--- src/rtl/fpu_frame_seq.sv ---
// fpu_frame_seq
// Command sequencer in front of a four-way single-precision FPU. Assembles
// 9-byte frames (opcode, A[31:0] MSB first, B[31:0] MSB first) from a byte
// receiver, holds the operands on the FPU inputs for LATENCY cycles, captures
// the result and streams it back as 4 bytes (MSB first) over valid/ready.
//
// state  | meaning
// IDLE   | waiting for an opcode byte; bytes with bits [7:2] != 0 are dropped
// GET_A  | shifting 4 bytes into fpu_a
// GET_B  | shifting 4 bytes into fpu_b
// WAIT   | counting LATENCY cycles for the FPU result
// SEND   | presenting result bytes 3..0 on tx_data
//
// Ports:
//   clk, rst          clock, synchronous active-high reset
//   rx_data/rx_valid  received byte and one-cycle strobe (no backpressure)
//   rx_ready          high in IDLE/GET_A/GET_B
//   rx_overrun        sticky: byte arrived while rx_ready was low
//   fpu_op/a/b        opcode and operands to the FPU
//   fpu_result        FPU registered result
//   tx_data/valid/ready  response byte stream
//   busy              high in any state other than IDLE

module fpu_frame_seq #(
    parameter int LATENCY = 16,
    parameter int TIMEOUT = 1000000
) (
    input  logic        clk,
    input  logic        rst,
    input  logic [7:0]  rx_data,
    input  logic        rx_valid,
    output logic        rx_ready,
    output logic        rx_overrun,
    output logic [1:0]  fpu_op,
    output logic [31:0] fpu_a,
    output logic [31:0] fpu_b,
    input  logic [31:0] fpu_result,
    output logic [7:0]  tx_data,
    output logic        tx_valid,
    input  logic        tx_ready,
    output logic        busy
);

    typedef enum logic [2:0] {
        IDLE  = 3'd0,
        GET_A = 3'd1,
        GET_B = 3'd2,
        WAIT  = 3'd3,
        SEND  = 3'd4
    } state_t;

    // Wait counter is loaded with LATENCY-1 so the capture lands exactly
    // LATENCY edges after the last frame byte.
    localparam logic [7:0]  LAT_LOAD = 8'(LATENCY - 1);
    // Timeout fires on the TIMEOUT-th idle edge after the last accepted byte.
    localparam logic [23:0] TO_LAST  = 24'(TIMEOUT - 1);

    state_t      state;
    logic [1:0]  byte_cnt;
    logic [7:0]  wait_cnt;
    logic [23:0] to_cnt;
    logic [31:0] tx_sh;

    assign tx_data = tx_sh[31:24];

    always_ff @(posedge clk) begin
        if (rst) begin
            state      <= IDLE;
            byte_cnt   <= '0;
            wait_cnt   <= '0;
            to_cnt     <= '0;
            tx_sh      <= '0;
            rx_ready   <= 1'b1;
            rx_overrun <= 1'b0;
            fpu_op     <= '0;
            fpu_a      <= '0;
            fpu_b      <= '0;
            tx_valid   <= 1'b0;
            busy       <= 1'b0;
        end else begin
            if (rx_valid && !rx_ready) begin
                rx_overrun <= 1'b1;
            end

            case (state)
                IDLE: begin
                    if (rx_valid && (rx_data[7:2] == 6'd0)) begin
                        fpu_op   <= rx_data[1:0];
                        state    <= GET_A;
                        busy     <= 1'b1;
                        byte_cnt <= '0;
                        to_cnt   <= '0;
                    end
                end

                GET_A, GET_B: begin
                    // Timeout takes priority over a byte arriving on the same edge.
                    if (to_cnt == TO_LAST) begin
                        state    <= IDLE;
                        busy     <= 1'b0;
                        byte_cnt <= '0;
                        to_cnt   <= '0;
                    end else if (rx_valid) begin
                        to_cnt   <= '0;
                        byte_cnt <= byte_cnt + 2'd1;
                        if (state == GET_A) begin
                            fpu_a <= {fpu_a[23:0], rx_data};
                            if (byte_cnt == 2'd3) begin
                                state <= GET_B;
                            end
                        end else begin
                            fpu_b <= {fpu_b[23:0], rx_data};
                            if (byte_cnt == 2'd3) begin
                                state    <= WAIT;
                                rx_ready <= 1'b0;
                                wait_cnt <= LAT_LOAD;
                            end
                        end
                    end else begin
                        to_cnt <= to_cnt + 24'd1;
                    end
                end

                WAIT: begin
                    if (wait_cnt == 8'd0) begin
                        tx_sh    <= fpu_result;
                        tx_valid <= 1'b1;
                        state    <= SEND;
                    end else begin
                        wait_cnt <= wait_cnt - 8'd1;
                    end
                end

                SEND: begin
                    if (tx_valid && tx_ready) begin
                        tx_sh    <= {tx_sh[23:0], 8'h00};
                        byte_cnt <= byte_cnt + 2'd1;
                        if (byte_cnt == 2'd3) begin
                            state    <= IDLE;
                            tx_valid <= 1'b0;
                            rx_ready <= 1'b1;
                            busy     <= 1'b0;
                        end
                    end
                end

                default: begin
                    state    <= IDLE;
                    tx_valid <= 1'b0;
                    rx_ready <= 1'b1;
                    busy     <= 1'b0;
                end
            endcase
        end
    end

endmodule

--- config.mk ---
export PLATFORM = sky130hd
export DESIGN_NAME = fpu_frame_seq
export DESIGN_NICKNAME = d
export VERILOG_FILES = /design/src/rtl/fpu_frame_seq.sv
export SDC_FILE = /design/constraint.sdc
export NUM_CORES = 1
export LEC_CHECK = 0
export CORE_MARGIN = 2
export CORE_UTILIZATION = 35
export DETAILED_ROUTE_END_ITERATION = 10
export GPL_ROUTABILITY_DRIVEN = 0
export GPL_TIMING_DRIVEN = 0
export PLACE_DENSITY = 0.66
export SYNTH_ARGS = -nofsm -noshare
export SYNTH_HDL_FRONTEND = slang
export SYNTH_SLANG_ARGS = --single-unit
--- constraint.sdc ---
create_clock -name clk -period 3.32 [get_ports clk]
set_clock_uncertainty 0.15 [all_clocks]
set_input_delay 0.83 -clock clk [delete_from_list [all_inputs] [get_ports clk]]
set_output_delay 0.83 -clock clk [all_outputs]
set_load 0.02 [all_outputs]
==> results by group <==
Run status
  • Outcome: finished, final reports clean

Route
  • Vias: about 5200
  • Drt total wl: 15.1 mm
  • Met3 wire length: around 910 microns
  • Iteration-0 DRC count of the detailed router: 272
  • # DRC: 0
  • Antenna Nets Post-Route: 0
  • Via-to-Cell Ratio: 4.95
  • Metal2 WL: 7.10 mm
  • Uppermost layer routed: met4
  • Wire per inst: 14.3 microns
  • Detailed Routing Iterations Pass 1: 4
  • Wl on met1: 6.90 mm

GRT
  • Largest net degree at the start of global routing: 17
  • Initial antenna violation count: 0
  • Vias in the first global route: about 4800
  • First-pass GRT wire length: 24.4 mm
  • Grt ovf: 0
  • Total GRT Usage: roughly 17%

Cells and area
  • # diodes: 0
  • Share of the core filled with cells: a little under half
  • Final instance area: slightly below 8000 sq um
  • Final net count: 872
  • Share of layout cells above drive strength 1: around 7.5%
  • Area grow syn2layout: 34.5%

Floorplanning
  • IO Pins: 122
  • Die width: 134 microns
  • Initial Utilization: between 30% and 40%
  • Die height: 134 microns
  • Placeable Area: 16500 sq um
  • Rows: 47
  • Die area: 17800 sq um

Hold path
  • Worst Hold Depth: 2
  • Type of the most critical hold path: flip-flop to flip-flop
  • Worst hold endpoint: fpu_b[28]
  • Hold Crit Start: fpu_b[28]

Logic synthesis
  • Most used DFF post-synth: dfxtp_1
  • Yosys top cell by area: dfxtp_1
  • Post-synth top area share: 47.3%
  • XOR/XNOR Fraction of Synth Area: 3.13%
  • Number of synthesized flops with an enable pin: 0
  • Synthesized flop and latch total: 139
  • Cell variety after synth: 57
  • Commonest cells in the netlist: dfxtp_1 (139), nand2_1 (137), nor2_1 (97)
  • Post-Syn Area: slightly below 6000 sq um
  • Mux share of post-synthesis cell area: roughly 6.3%
  • Post-synthesis compound-gate area fraction: 13.8%
  • Seq/Total Area, Yosys: 47.3%
  • Synth warn: 0
  • Top cells by area, synth: dfxtp_1 (47%), nand2_1 (8.7%), nor2_1 (6.2%)
  • Adder-cell area share of the yosys netlist: 0.851%
  • Dominant combinational cell family by area after synthesis: simple AND/OR/NAND/NOR gates
  • Top-count cell post-synth: dfxtp_1
  • Syn Nets: between 700 and 800
  • Simple-gate share of the synthesized area: 23.4%
  • Avg Inst Size Synth: ~8.6 sq um
  • Async SR Flop Fraction: 0%
  • Gate count of the mapped netlist: around 690

Worst setup path
  • CP startpoint kind: input port
  • Max incr delay on CP: 0.79 ns
  • Crit path max-delay cell type: o32ai_1
  • Worst r2r path cells: 6
  • Critical-path maximum fanout: 10
  • Reg2Reg Setup Slack: 0.75 ns
  • RR Startpoint: to_cnt[12]
  • Critical Path, Cell by Cell: clkdlybuf4s50_1 -> or4b_1 -> o32ai_1 -> a21o_1 -> buf_4 -> nor2_1
  • Kind of critical path: input port to flip-flop
  • Crit path DAT: ~3.3 ns
  • CP endpoint kind: flip-flop
  • Critical path startpoint: rx_data[6]
  • Worst reg2reg endpoint: fpu_b[4]
  • Worst Path Required: ~3.5 ns

CTS
  • CTS Buffer Depth: 2
  • CTS buffer count: 17
  • Hold_buf cts: 0
  • Clk_lat worst skew: 0.41 ns
  • Worst-path clk slew: 0.06 ns
  • Post-CTS setup buffers: 0
  • Clk sink count: 139
  • CTS tree: yes
  • Root Buffer: clkbuf_16
  • Max H-tree Level: 4
  • Post-cts resize count: 0

STA
  • Final period util: 94.4%
  • Worst-margin pin slew: 0.889 ns
  • RSZ-0062 raised after global routing: false
  • Max-slew headroom: about two fifths
  • Pins Over Slew Limit: 0
  • Slack of the critical path: 0.186 ns
  • Worst Hold Slack: 0.307 ns
  • Max frequency: 319 MHz
  • Final Hold Vio Count: 0
  • Setup violations, final: 0
  • Min Tclk post-route: roughly 3.1 ns

Place
  • DP Area: roughly 7300 sq um
  • Dpl hpwl: 10.8 mm
  • IO buf count: approximately 120
  • Pre-CTS setup slack: -0.246 ns

Pwr
  • VDD IR max: ~0.43 mV
  • Tot Pwr: between 0.004 and 0.005 W
  • LEAKAGE: 2.93 nW
  • P per Cell Area: around 550 nW/um^2

Run
  • Maxcap violations: 0
[registers in the layout, indices dropped and copies added, names as in the netlist]
name,count
busy,1
wait_cnt,8
tx_sh,32
fpu_b,32
tx_valid,1
fpu_op,2
rx_ready,1
rx_overrun,1
state,3
fpu_a,32
to_cnt,24
byte_cnt,2
[worst max-delay path by stage]
stage | endpoint | cells past startpoint
after detailed placement | to_cnt[15] | 6
after CTS | to_cnt[15] | 6
after global routing | to_cnt[10] | 6
after global placement | to_cnt[3] | 6
after floorplan | to_cnt[9] | 6
final | to_cnt[10] | 6
[metrics by stage]
step,TNS (ns),cells
2_1_floorplan,0,686
3_3_place_gp,-4.94,1025
3_5_place_dp,-4.76,1025
4_1_cts,0,1057
5_1_grt,0,1057
6_report,0,1057
[final cells by class]
cell class | count | area, sq um
inverters | 10 | 37.5
clock inverters | 11 | 111
repair buffers | 119 | 1190
multi-input cells | 484 | 2790
fillers | 1583 | 8620
flip-flops and latches | 139 | 2780
plain buffers | 53 | 267
well taps | 220 | 275
clock buffers | 21 | 450
[metal layers]
| layer | vias up | track usage (%) |
|---|---|---|
| li1 | 2675 | - |
| met4 | 0 | 4.91 |
| met5 | - | 0 |
| met2 | 123 | 27.3 |
| met3 | 11 | 5.56 |
| met1 | 2426 | 21.8 |
[report_power, final]
group          switching, W  leakage [nW]  internal [W]
logic              0.000429          1.54      0.000313
registers         0.0000614          1.12       0.00175
clock network      0.000740         0.263       0.00106
[critical path, delay by kind of cell]
family	cells	cell delay [ns]
AOI/OAI and AO/OA	2	1.10
buffers and inverters	2	0.72
and+or+nand+nor	2	0.62
[cell families after synthesis]
family                     Yosys count
adders and majority gates            4
AOI/OAI and AO/OA                  119
muxes                               37
xor gates and xnor gates            21
buffers and inverters               63
DFF                                139
and+or+nand+nor                    303
[cells in the final DEF (no fill, tap or decap), types with 5 or more instances in the layout]
master / n
dfxtp_1: 139
nand2_1: 137
clkdlybuf4s50_1: 119
nor2_1: 97
a21oi_1: 42
mux2i_1: 35
clkbuf_1: 33
a311oi_1: 25
clkbuf_16: 17
xnor2_1: 16
nor3_1: 13
buf_4: 11
inv_1: 10
buf_2: 9
nand4_1: 8
nand3_1: 8
a31oi_1: 8
a22oi_1: 8
nor4_1: 7
o21ai_0: 7
or3_1: 6
xor2_1: 5
No activity file was read; power rests on OpenSTA's default activity.
